File: src/rtl/ct_spsram_pkg.sv
// ct_spsram_pkg
// Shared types and constants for the ct_spsram_4096x32_initiator slice.
// - state_e         : controller FSM state (StInit sweeps/waits, StRun serves requests)
// - AddrWidth       : SRAM word address width (4096 words)
// - DataWidth       : SRAM word width
// - ByteWidth       : bits per byte-enable lane
// - NumBytes        : byte lanes per word
// - DefaultRspDepth : default response FIFO depth (minimum for full read throughput)
package ct_spsram_pkg;

  localparam int unsigned AddrWidth       = 12;
  localparam int unsigned DataWidth       = 32;
  localparam int unsigned ByteWidth       = 8;
  localparam int unsigned NumBytes        = DataWidth / ByteWidth;
  localparam int unsigned DefaultRspDepth = 4;

  typedef enum logic {
    StInit = 1'b0,
    StRun  = 1'b1
  } state_e;

endpackage

File: src/rtl/ct_spsram_4096x32_initiator_if.sv
// ct_spsram_4096x32_initiator_if
// Client-side request/response channel of the SRAM initiator.
// Request channel (valid/ready):
//   req_vld, req_rdy, req_wr (1 = write), req_addr, req_wdata, req_bwen (active-high bytes)
// Response channel (valid/ready, reads only, in request order):
//   rsp_vld, rsp_rdy, rsp_rdata
// Modports: master = client (cache/buffer), slave = initiator.
interface ct_spsram_4096x32_initiator_if
  import ct_spsram_pkg::*;
#(
  parameter int unsigned ADDR_WIDTH = AddrWidth,
  parameter int unsigned DATA_WIDTH = DataWidth
);

  logic                      req_vld;
  logic                      req_rdy;
  logic                      req_wr;
  logic [ADDR_WIDTH-1:0]     req_addr;
  logic [DATA_WIDTH-1:0]     req_wdata;
  logic [DATA_WIDTH/8-1:0]   req_bwen;
  logic                      rsp_vld;
  logic                      rsp_rdy;
  logic [DATA_WIDTH-1:0]     rsp_rdata;

  modport master (
    output req_vld, req_wr, req_addr, req_wdata, req_bwen, rsp_rdy,
    input  req_rdy, rsp_vld, rsp_rdata
  );

  modport slave (
    input  req_vld, req_wr, req_addr, req_wdata, req_bwen, rsp_rdy,
    output req_rdy, rsp_vld, rsp_rdata
  );

endinterface

File: src/rtl/ct_spsram_rsp_fifo.sv
// ct_spsram_rsp_fifo
// Depth x Width synchronous FIFO holding captured read data until the client takes it.
// Ports:
//   clk_i, rst_i    : clock, asynchronous active-high reset (FIFO empties)
//   push_i          : write push_data_i (caller guarantees space via credits)
//   push_data_i     : data to enqueue
//   pop_i           : dequeue head when valid_o is set; ignored when empty
//   valid_o, data_o : head-of-queue valid and data
// Push and pop in the same cycle are both honoured.
module ct_spsram_rsp_fifo #(
  parameter int unsigned Depth = 4,
  parameter int unsigned Width = 32
) (
  input  logic             clk_i,
  input  logic             rst_i,
  input  logic             push_i,
  input  logic [Width-1:0] push_data_i,
  input  logic             pop_i,
  output logic             valid_o,
  output logic [Width-1:0] data_o
);

  localparam int unsigned PtrW = (Depth > 1) ? $clog2(Depth) : 1;
  localparam int unsigned CntW = $clog2(Depth + 1);

  logic [Width-1:0] mem_q [Depth];
  logic [PtrW-1:0]  wr_ptr_q, wr_ptr_d;
  logic [PtrW-1:0]  rd_ptr_q, rd_ptr_d;
  logic [CntW-1:0]  cnt_q, cnt_d;
  logic             do_pop;

  // Depth need not be a power of two, so pointers wrap explicitly.
  function automatic logic [PtrW-1:0] ptr_inc(logic [PtrW-1:0] p);
    return (p == PtrW'(Depth - 1)) ? '0 : p + PtrW'(1);
  endfunction

  assign valid_o = (cnt_q != '0);
  assign do_pop  = pop_i && valid_o;
  assign data_o  = mem_q[rd_ptr_q];

  always_comb begin
    wr_ptr_d = push_i ? ptr_inc(wr_ptr_q) : wr_ptr_q;
    rd_ptr_d = do_pop ? ptr_inc(rd_ptr_q) : rd_ptr_q;
    cnt_d    = cnt_q;
    case ({push_i, do_pop})
      2'b10:   cnt_d = cnt_q + CntW'(1);
      2'b01:   cnt_d = cnt_q - CntW'(1);
      default: cnt_d = cnt_q;
    endcase
  end

  always_ff @(posedge clk_i or posedge rst_i) begin
    if (rst_i) begin
      wr_ptr_q <= '0;
      rd_ptr_q <= '0;
      cnt_q    <= '0;
    end else begin
      wr_ptr_q <= wr_ptr_d;
      rd_ptr_q <= rd_ptr_d;
      cnt_q    <= cnt_d;
    end
  end

  // Storage needs no reset: cnt_q gates visibility.
  always_ff @(posedge clk_i) begin
    if (push_i) begin
      mem_q[wr_ptr_q] <= push_data_i;
    end
  end

endmodule

File: src/rtl/ct_spsram_4096x32_initiator.sv
// ct_spsram_4096x32_initiator
// Request-side controller for the ct_f_spsram_4096x32 single-port SRAM macro.
// Accepts reads/writes on a valid/ready channel, drives the macro pins from flops, captures Q
// for reads and returns read data in order with credit-based backpressure.
// Ports:
//   CLK, RST         : clock, asynchronous active-high reset
//   bus (slave)      : request/response channel (see ct_spsram_4096x32_initiator_if)
//   init_done        : array ready, requests may be accepted
//   A, CEN, GWEN,    : SRAM address, chip enable (active-low), global write enable (active-low),
//   WEN, D           : bit write enables (active-low), write data
//   Q                : SRAM read data, valid the cycle after a read access
// Build option: define CT_SPSRAM_INIT_SWEEP_EN to write INIT_VALUE to every word after reset;
// otherwise the controller enters StRun on the first edge and contents stay undefined.
module ct_spsram_4096x32_initiator
  import ct_spsram_pkg::*;
#(
  parameter int unsigned           ADDR_WIDTH = AddrWidth,
  parameter int unsigned           DATA_WIDTH = DataWidth,
  parameter int unsigned           RSP_DEPTH  = DefaultRspDepth,
  parameter logic [DATA_WIDTH-1:0] INIT_VALUE = '0
) (
  input  logic                         CLK,
  input  logic                         RST,
  ct_spsram_4096x32_initiator_if.slave bus,
  output logic                         init_done,
  output logic [ADDR_WIDTH-1:0]        A,
  output logic                         CEN,
  output logic                         GWEN,
  output logic [DATA_WIDTH-1:0]        WEN,
  output logic [DATA_WIDTH-1:0]        D,
  input  logic [DATA_WIDTH-1:0]        Q
);

  localparam int unsigned Lanes = DATA_WIDTH / ByteWidth;
  localparam int unsigned OutW  = $clog2(RSP_DEPTH + 1);

  state_e                state_q, state_d;
  logic                  init_done_q, init_done_d;
  logic                  cen_q, cen_d;
  logic                  gwen_q, gwen_d;
  logic [DATA_WIDTH-1:0] wen_q, wen_d;
  logic [DATA_WIDTH-1:0] d_q, d_d;
  logic [ADDR_WIDTH-1:0] a_q, a_d;
  logic [OutW-1:0]       outstanding_q, outstanding_d;
  logic                  rd_s1_q, rd_s2_q;

  logic                  req_rdy;
  logic                  accept;
  logic                  rd_accept;
  logic                  rsp_vld;
  logic                  pop;

  logic                  sweep_last;
  logic [ADDR_WIDTH-1:0] sweep_addr;

`ifdef CT_SPSRAM_INIT_SWEEP_EN
  localparam bit SweepEn = 1'b1;

  logic [ADDR_WIDTH-1:0] sweep_cnt_q, sweep_cnt_d;

  // Counter only runs in StInit, so it is back at zero whenever a new sweep starts.
  always_comb begin
    sweep_cnt_d = (state_q == StInit) ? sweep_cnt_q + ADDR_WIDTH'(1) : '0;
  end

  always_ff @(posedge CLK or posedge RST) begin
    if (RST) begin
      sweep_cnt_q <= '0;
    end else begin
      sweep_cnt_q <= sweep_cnt_d;
    end
  end

  assign sweep_last = &sweep_cnt_q;
  assign sweep_addr = sweep_cnt_q;
`else
  localparam bit SweepEn = 1'b0;

  assign sweep_last = 1'b1;
  assign sweep_addr = '0;
`endif

  // Handshake and credits
  assign req_rdy     = init_done_q && (outstanding_q < OutW'(RSP_DEPTH));
  assign accept      = bus.req_vld && req_rdy;
  assign rd_accept   = accept && !bus.req_wr;
  assign pop         = rsp_vld && bus.rsp_rdy;
  assign bus.req_rdy = req_rdy;
  assign bus.rsp_vld = rsp_vld;

  // FSM: state register
  always_ff @(posedge CLK or posedge RST) begin
    if (RST) begin
      state_q <= StInit;
    end else begin
      state_q <= state_d;
    end
  end

  // FSM: next state
  always_comb begin
    state_d = state_q;
    case (state_q)
      StInit:  if (sweep_last) state_d = StRun;
      StRun:   state_d = StRun;
      default: state_d = StInit;
    endcase
  end

  // FSM: outputs (next values of the pin flops and init_done)
  always_comb begin
    cen_d       = 1'b1;
    gwen_d      = 1'b1;
    wen_d       = '1;
    a_d         = a_q;
    d_d         = d_q;
    // Without the sweep there is nothing to wait for, so ready follows the first edge.
    init_done_d = (state_q == StRun) || !SweepEn;
    case (state_q)
      StInit: begin
        if (SweepEn) begin
          cen_d  = 1'b0;
          gwen_d = 1'b0;
          wen_d  = '0;
          a_d    = sweep_addr;
          d_d    = INIT_VALUE;
        end
      end
      StRun: begin
        if (accept) begin
          cen_d = 1'b0;
          a_d   = bus.req_addr;
          if (bus.req_wr) begin
            gwen_d = 1'b0;
            d_d    = bus.req_wdata;
            // bwen == 0 still issues the access; all-ones WEN leaves the word intact.
            for (int unsigned k = 0; k < Lanes; k++) begin
              wen_d[k*ByteWidth +: ByteWidth] = {ByteWidth{~bus.req_bwen[k]}};
            end
          end
        end
      end
      default: ;
    endcase
  end

  // Outstanding read credits: a read holds one from accept until its response pops.
  always_comb begin
    case ({rd_accept, pop})
      2'b10:   outstanding_d = outstanding_q + OutW'(1);
      2'b01:   outstanding_d = outstanding_q - OutW'(1);
      default: outstanding_d = outstanding_q;
    endcase
  end

  always_ff @(posedge CLK or posedge RST) begin
    if (RST) begin
      init_done_q   <= 1'b0;
      cen_q         <= 1'b1;
      gwen_q        <= 1'b1;
      wen_q         <= '1;
      a_q           <= '0;
      d_q           <= '0;
      outstanding_q <= '0;
      rd_s1_q       <= 1'b0;
      rd_s2_q       <= 1'b0;
    end else begin
      init_done_q   <= init_done_d;
      cen_q         <= cen_d;
      gwen_q        <= gwen_d;
      wen_q         <= wen_d;
      a_q           <= a_d;
      d_q           <= d_d;
      outstanding_q <= outstanding_d;
      // rd_s1: read on the pins this cycle; rd_s2: its Q is valid this cycle.
      rd_s1_q       <= rd_accept;
      rd_s2_q       <= rd_s1_q;
    end
  end

  ct_spsram_rsp_fifo #(
    .Depth (RSP_DEPTH),
    .Width (DATA_WIDTH)
  ) u_rsp_fifo (
    .clk_i       (CLK),
    .rst_i       (RST),
    .push_i      (rd_s2_q),
    .push_data_i (Q),
    .pop_i       (pop),
    .valid_o     (rsp_vld),
    .data_o      (bus.rsp_rdata)
  );

  assign init_done = init_done_q;
  assign A         = a_q;
  assign CEN       = cen_q;
  assign GWEN      = gwen_q;
  assign WEN       = wen_q;
  assign D         = d_q;

endmodule

File: src/flat_wrapper.sv
// flat-port wrapper written by rule: the top's interface ports become plain ports
module ct_spsram_4096x32_initiator_flat import ct_spsram_pkg::*;
#(
  parameter int unsigned           ADDR_WIDTH = AddrWidth,
  parameter int unsigned           DATA_WIDTH = DataWidth,
  parameter int unsigned           RSP_DEPTH  = DefaultRspDepth,
  parameter logic [DATA_WIDTH-1:0] INIT_VALUE = '0
)
  (CLK, RST, init_done, A, CEN, GWEN, WEN, D, Q, bus_req_vld, bus_req_wr, bus_req_addr, bus_req_wdata, bus_req_bwen, bus_rsp_rdy, bus_req_rdy, bus_rsp_vld, bus_rsp_rdata);
  ct_spsram_4096x32_initiator_if #(.ADDR_WIDTH(ADDR_WIDTH), .DATA_WIDTH(DATA_WIDTH)) bus_i ();
  input  logic CLK;
  input  logic RST;
  output logic init_done;
  output logic [ADDR_WIDTH-1:0] A;
  output logic CEN;
  output logic GWEN;
  output logic [DATA_WIDTH-1:0] WEN;
  output logic [DATA_WIDTH-1:0] D;
  input  logic [DATA_WIDTH-1:0] Q;
  input wire logic [$bits(bus_i.req_vld)-1:0] bus_req_vld;
  input wire logic [$bits(bus_i.req_wr)-1:0] bus_req_wr;
  input wire logic [$bits(bus_i.req_addr)-1:0] bus_req_addr;
  input wire logic [$bits(bus_i.req_wdata)-1:0] bus_req_wdata;
  input wire logic [$bits(bus_i.req_bwen)-1:0] bus_req_bwen;
  input wire logic [$bits(bus_i.rsp_rdy)-1:0] bus_rsp_rdy;
  output wire logic [$bits(bus_i.req_rdy)-1:0] bus_req_rdy;
  output wire logic [$bits(bus_i.rsp_vld)-1:0] bus_rsp_vld;
  output wire logic [$bits(bus_i.rsp_rdata)-1:0] bus_rsp_rdata;
  assign bus_i.req_vld = bus_req_vld;
  assign bus_i.req_wr = bus_req_wr;
  assign bus_i.req_addr = bus_req_addr;
  assign bus_i.req_wdata = bus_req_wdata;
  assign bus_i.req_bwen = bus_req_bwen;
  assign bus_i.rsp_rdy = bus_rsp_rdy;
  assign bus_req_rdy = bus_i.req_rdy;
  assign bus_rsp_vld = bus_i.rsp_vld;
  assign bus_rsp_rdata = bus_i.rsp_rdata;
  ct_spsram_4096x32_initiator #(.ADDR_WIDTH(ADDR_WIDTH), .DATA_WIDTH(DATA_WIDTH), .RSP_DEPTH(RSP_DEPTH), .INIT_VALUE(INIT_VALUE)) u_core (.CLK(CLK), .RST(RST), .bus(bus_i), .init_done(init_done), .A(A), .CEN(CEN), .GWEN(GWEN), .WEN(WEN), .D(D), .Q(Q));
endmodule
File: config.mk
export PLATFORM = sky130hd
export DESIGN_NAME = ct_spsram_4096x32_initiator_flat
export DESIGN_NICKNAME = d
export VERILOG_FILES = /design/src/rtl/ct_spsram_pkg.sv /design/src/rtl/ct_spsram_4096x32_initiator_if.sv /design/src/rtl/ct_spsram_rsp_fifo.sv /design/src/rtl/ct_spsram_4096x32_initiator.sv /design/src/flat_wrapper.sv
export SDC_FILE = /design/constraint.sdc
export NUM_CORES = 1
export LEC_CHECK = 0
export ABC_AREA = 1
export BUFFER_PORTS_ARGS = -buffer_cell sky130_fd_sc_hd__buf_2
export CORE_MARGIN = 2
export CORE_UTILIZATION = 35
export CTS_CLUSTER_DIAMETER = 60
export CTS_CLUSTER_SIZE = 12
export DETAILED_ROUTE_END_ITERATION = 16
export GPL_TIMING_DRIVEN = 0
export SLEW_MARGIN = 10
export SYNTH_ARGS = -nofsm -noshare
export SYNTH_HDL_FRONTEND = slang
export SYNTH_SLANG_ARGS = --single-unit
export TNS_END_PERCENT = 20
File: constraint.sdc
create_clock -name CLK -period 2.3 [get_ports CLK]
set_clock_uncertainty 0.05 [all_clocks]
set_input_delay 0.23 -clock CLK [delete_from_list [all_inputs] [get_ports CLK]]
set_output_delay 0.23 -clock CLK [all_outputs]
set_load 0.05 [all_outputs]
==> results.toml <==
[final_layout]
fin_nets = 1076
finalNonFillerCells = 1280
design_area_sq_um = 10700
drive_gt1_share_pct = 30.7
postLayoutCoreUtil_pct = 47.6
antenna_cells = 0
area_growth_pct = 34.9

[global_route]
grt_overflow = 0
grt_pass1_wl_mm = 30.8
grt_usage_pct = 16.6
grt_antenna_before_repair = 1
grt_pass1_vias = 5947
grt_max_degree = 63

[cts]
cts_tree = "built"
clk_pin_slew_ns = 0.08
cts_root_buffer = "clkbuf_16"
cts_sinks = 191
cts_max_path_buffers = 2
insertion_delay_ns = 0.42
cts_buffers = 17
cts-htree-levels = 4

[synthesis]
netlist_area_sq_um = 7920
synth_area_per_cell_sq_um = 11.4
syn_nets = 786
yosysMostFrequentCell = "nand2_1"
synth_top_cell_area_share_pct = 48.6
async_reset_ff_share_pct = 33.0
postSynthCellCount = 692
yosysTopAreaCell = "edfxtp_1"
ys_ff_latch = 191
postSynth.topFlopCell = "edfxtp_1"
yosysSeqAreaShare_pct = 68.6
ys_types = 24
yosysWarnings = 0
synth_edf_count = 128
netlist_top_cells_count = "nand2_1, edfxtp_1, inv_1"
synthTopCellsByArea = "edfxtp_1, dfrtp_1, nand2_1"

[timing]
hold_viol = 0
slew_headroom_pct = 45.7
hold_ws_ns = 0.0227
tightest_slew_ns = 0.814
period_needed_ns = 2.18
setup_viol = 0
max_freq_mhz = 459
min_period_over_period_pct = 94.8
finalMaxSlewViolations = 0
setup_slack_ns = 0.121
fin_setup_tns_ns = 0

[floorplanning]
io-pin-count = 198
core_area_sq_um = 22400
dieArea_sq_um = 23800
start_util_pct = 35.3
rows = 55
chipHeight_microns = 154
die_x_microns = 154

[placement]
hpwlAfterDp_mm = 12.6
io_buffer_count = 195
place.gp.congestion = 0.815
place_ws_ns = 0.297
dp_cells = 1176
postPlaceCellArea_sq_um = 9340

[detailed_routing]
drt_iter0_markers = 319
wire_per_inst_microns = 15.0
via_count = 5825
drtAntennaViolNets = 0
first_pass_iters = 5
route.detailed.drc = 0
vias_per_cell = 4.55
drt-total-wl_mm = 19.2

[setup_path]
critPathKind = "reg2out"
cp.arrival_ns = 1.90
start_kind = "register"
required_ns = 2.02
crit_path_end_kind = "primary output"
path_max_fanout = 10

[power]
vdd_drop_max_v = 0.000767
power_mw = 13.9
leakage_nw = 4.86
power_density_nw_per_um2 = 1300

[run_status]
status = "completed"

[flow_run]
cap_violations = 0

[worst_hold_path]
min_path_type = "in2reg"
## area by class of cell
class | instances | area, sq um
Clock inverter | 15 | 188
Sequential cell | 191 | 5430
Clock buffer | 17 | 425
Inverter | 90 | 340
Multi-Input combinational cell | 345 | 1760
Fill cell | 2053 | 11800
Tap cell | 285 | 357
Buffer | 66 | 403
Timing Repair Buffer | 271 | 1780
## cells in the final DEF (no fill, tap or decap), types with 6 or more instances in the layout
master	instances
inv_1	84
nand2_1	220
nand4_1	34
buf_4	28
clkbuf_16	17
edfxtp_1	128
dfrtp_1	57
o211ai_1	64
buf_2	220
ha_1	7
dlygate4sd3_1	72
dfstp_2	6
## flip-flops by register name, summed over array words and instances, names as in the netlist
register / flops
u_core.A: 12
u_core.CEN: 1
u_core.D: 32
u_core.GWEN: 1
u_core.WEN: 4
u_core.outstanding_q: 3
u_core.rd_s1_q: 1
u_core.rd_s2_q: 1
u_core.state_q: 1
u_core.u_rsp_fifo.cnt_q: 3
u_core.u_rsp_fifo.mem_q: 128
u_core.u_rsp_fifo.rd_ptr_q: 2
u_core.u_rsp_fifo.wr_ptr_q: 2
## where the power goes
part	total, mW	internal, mW	switching, mW
Sequential	4.56	4.25	0.314
Clock	3.00	1.57	1.43
Combinational	6.38	1.53	4.85
## cells by family after synthesis
| group | after synthesis | share of synthesized area [%] |
|---|---|---|
| simple gates | 264 | 13.9 |
| fa+ha+maj | 9 | 1.61 |
| xor+xnor | 2 | 0.221 |
| compound gates | 69 | 6.39 |
| flops | 191 | 68.6 |
| other cells | 1 | 0.0474 |
| buf+inv | 156 | 9.25 |
## timing repair
| action | in CTS | in global routing |
|---|---|---|
| cloned | 0 | 0 |
| resized for setup | 3 | 2 |
| setup endpoints to repair | 17 | 16 |
| endpoints found under the hold margin | 224 | 0 |
| buffers inserted | 0 | 0 |
| hold buffers | 72 | 0 |
## final timing paths
kind	start	end	cells past startpoint	slack (ns)
worst max register to register	u_core.state_q	u_core.outstanding_q[1]	9	0.31
worst max-delay path	u_core.u_rsp_fifo.rd_ptr_q[1]	bus_rsp_rdata[13]	6	0.12
worst min register to register	u_core.rd_s1_q	u_core.rd_s2_q	0	0.31
max in group asynchronous	RST	u_core.WEN[30]	4	1.48
min in group asynchronous	RST	u_core.A[1]	3	0.16
worst min-delay path	bus_req_wdata[11]	u_core.D[11]	3	0.02
## worst max-delay path: stages, from the launching register on
cell	delay [ns]
dfrtp_1	0.39
buf_2	0.16
inv_1	0.15
buf_2	0.29
o211ai_1	0.15
nand2_1	0.08
buf_2	0.26
## routing by layer
layer	vias up	track usage, %	routed length, microns
li1	2869	-	-
met1	2699	20.8	8390
met4	2	6.17	407
met5	-	0	13
met3	31	4.20	1310
met2	224	27.8	9090
No activity file was read; power rests on OpenSTA's default activity.
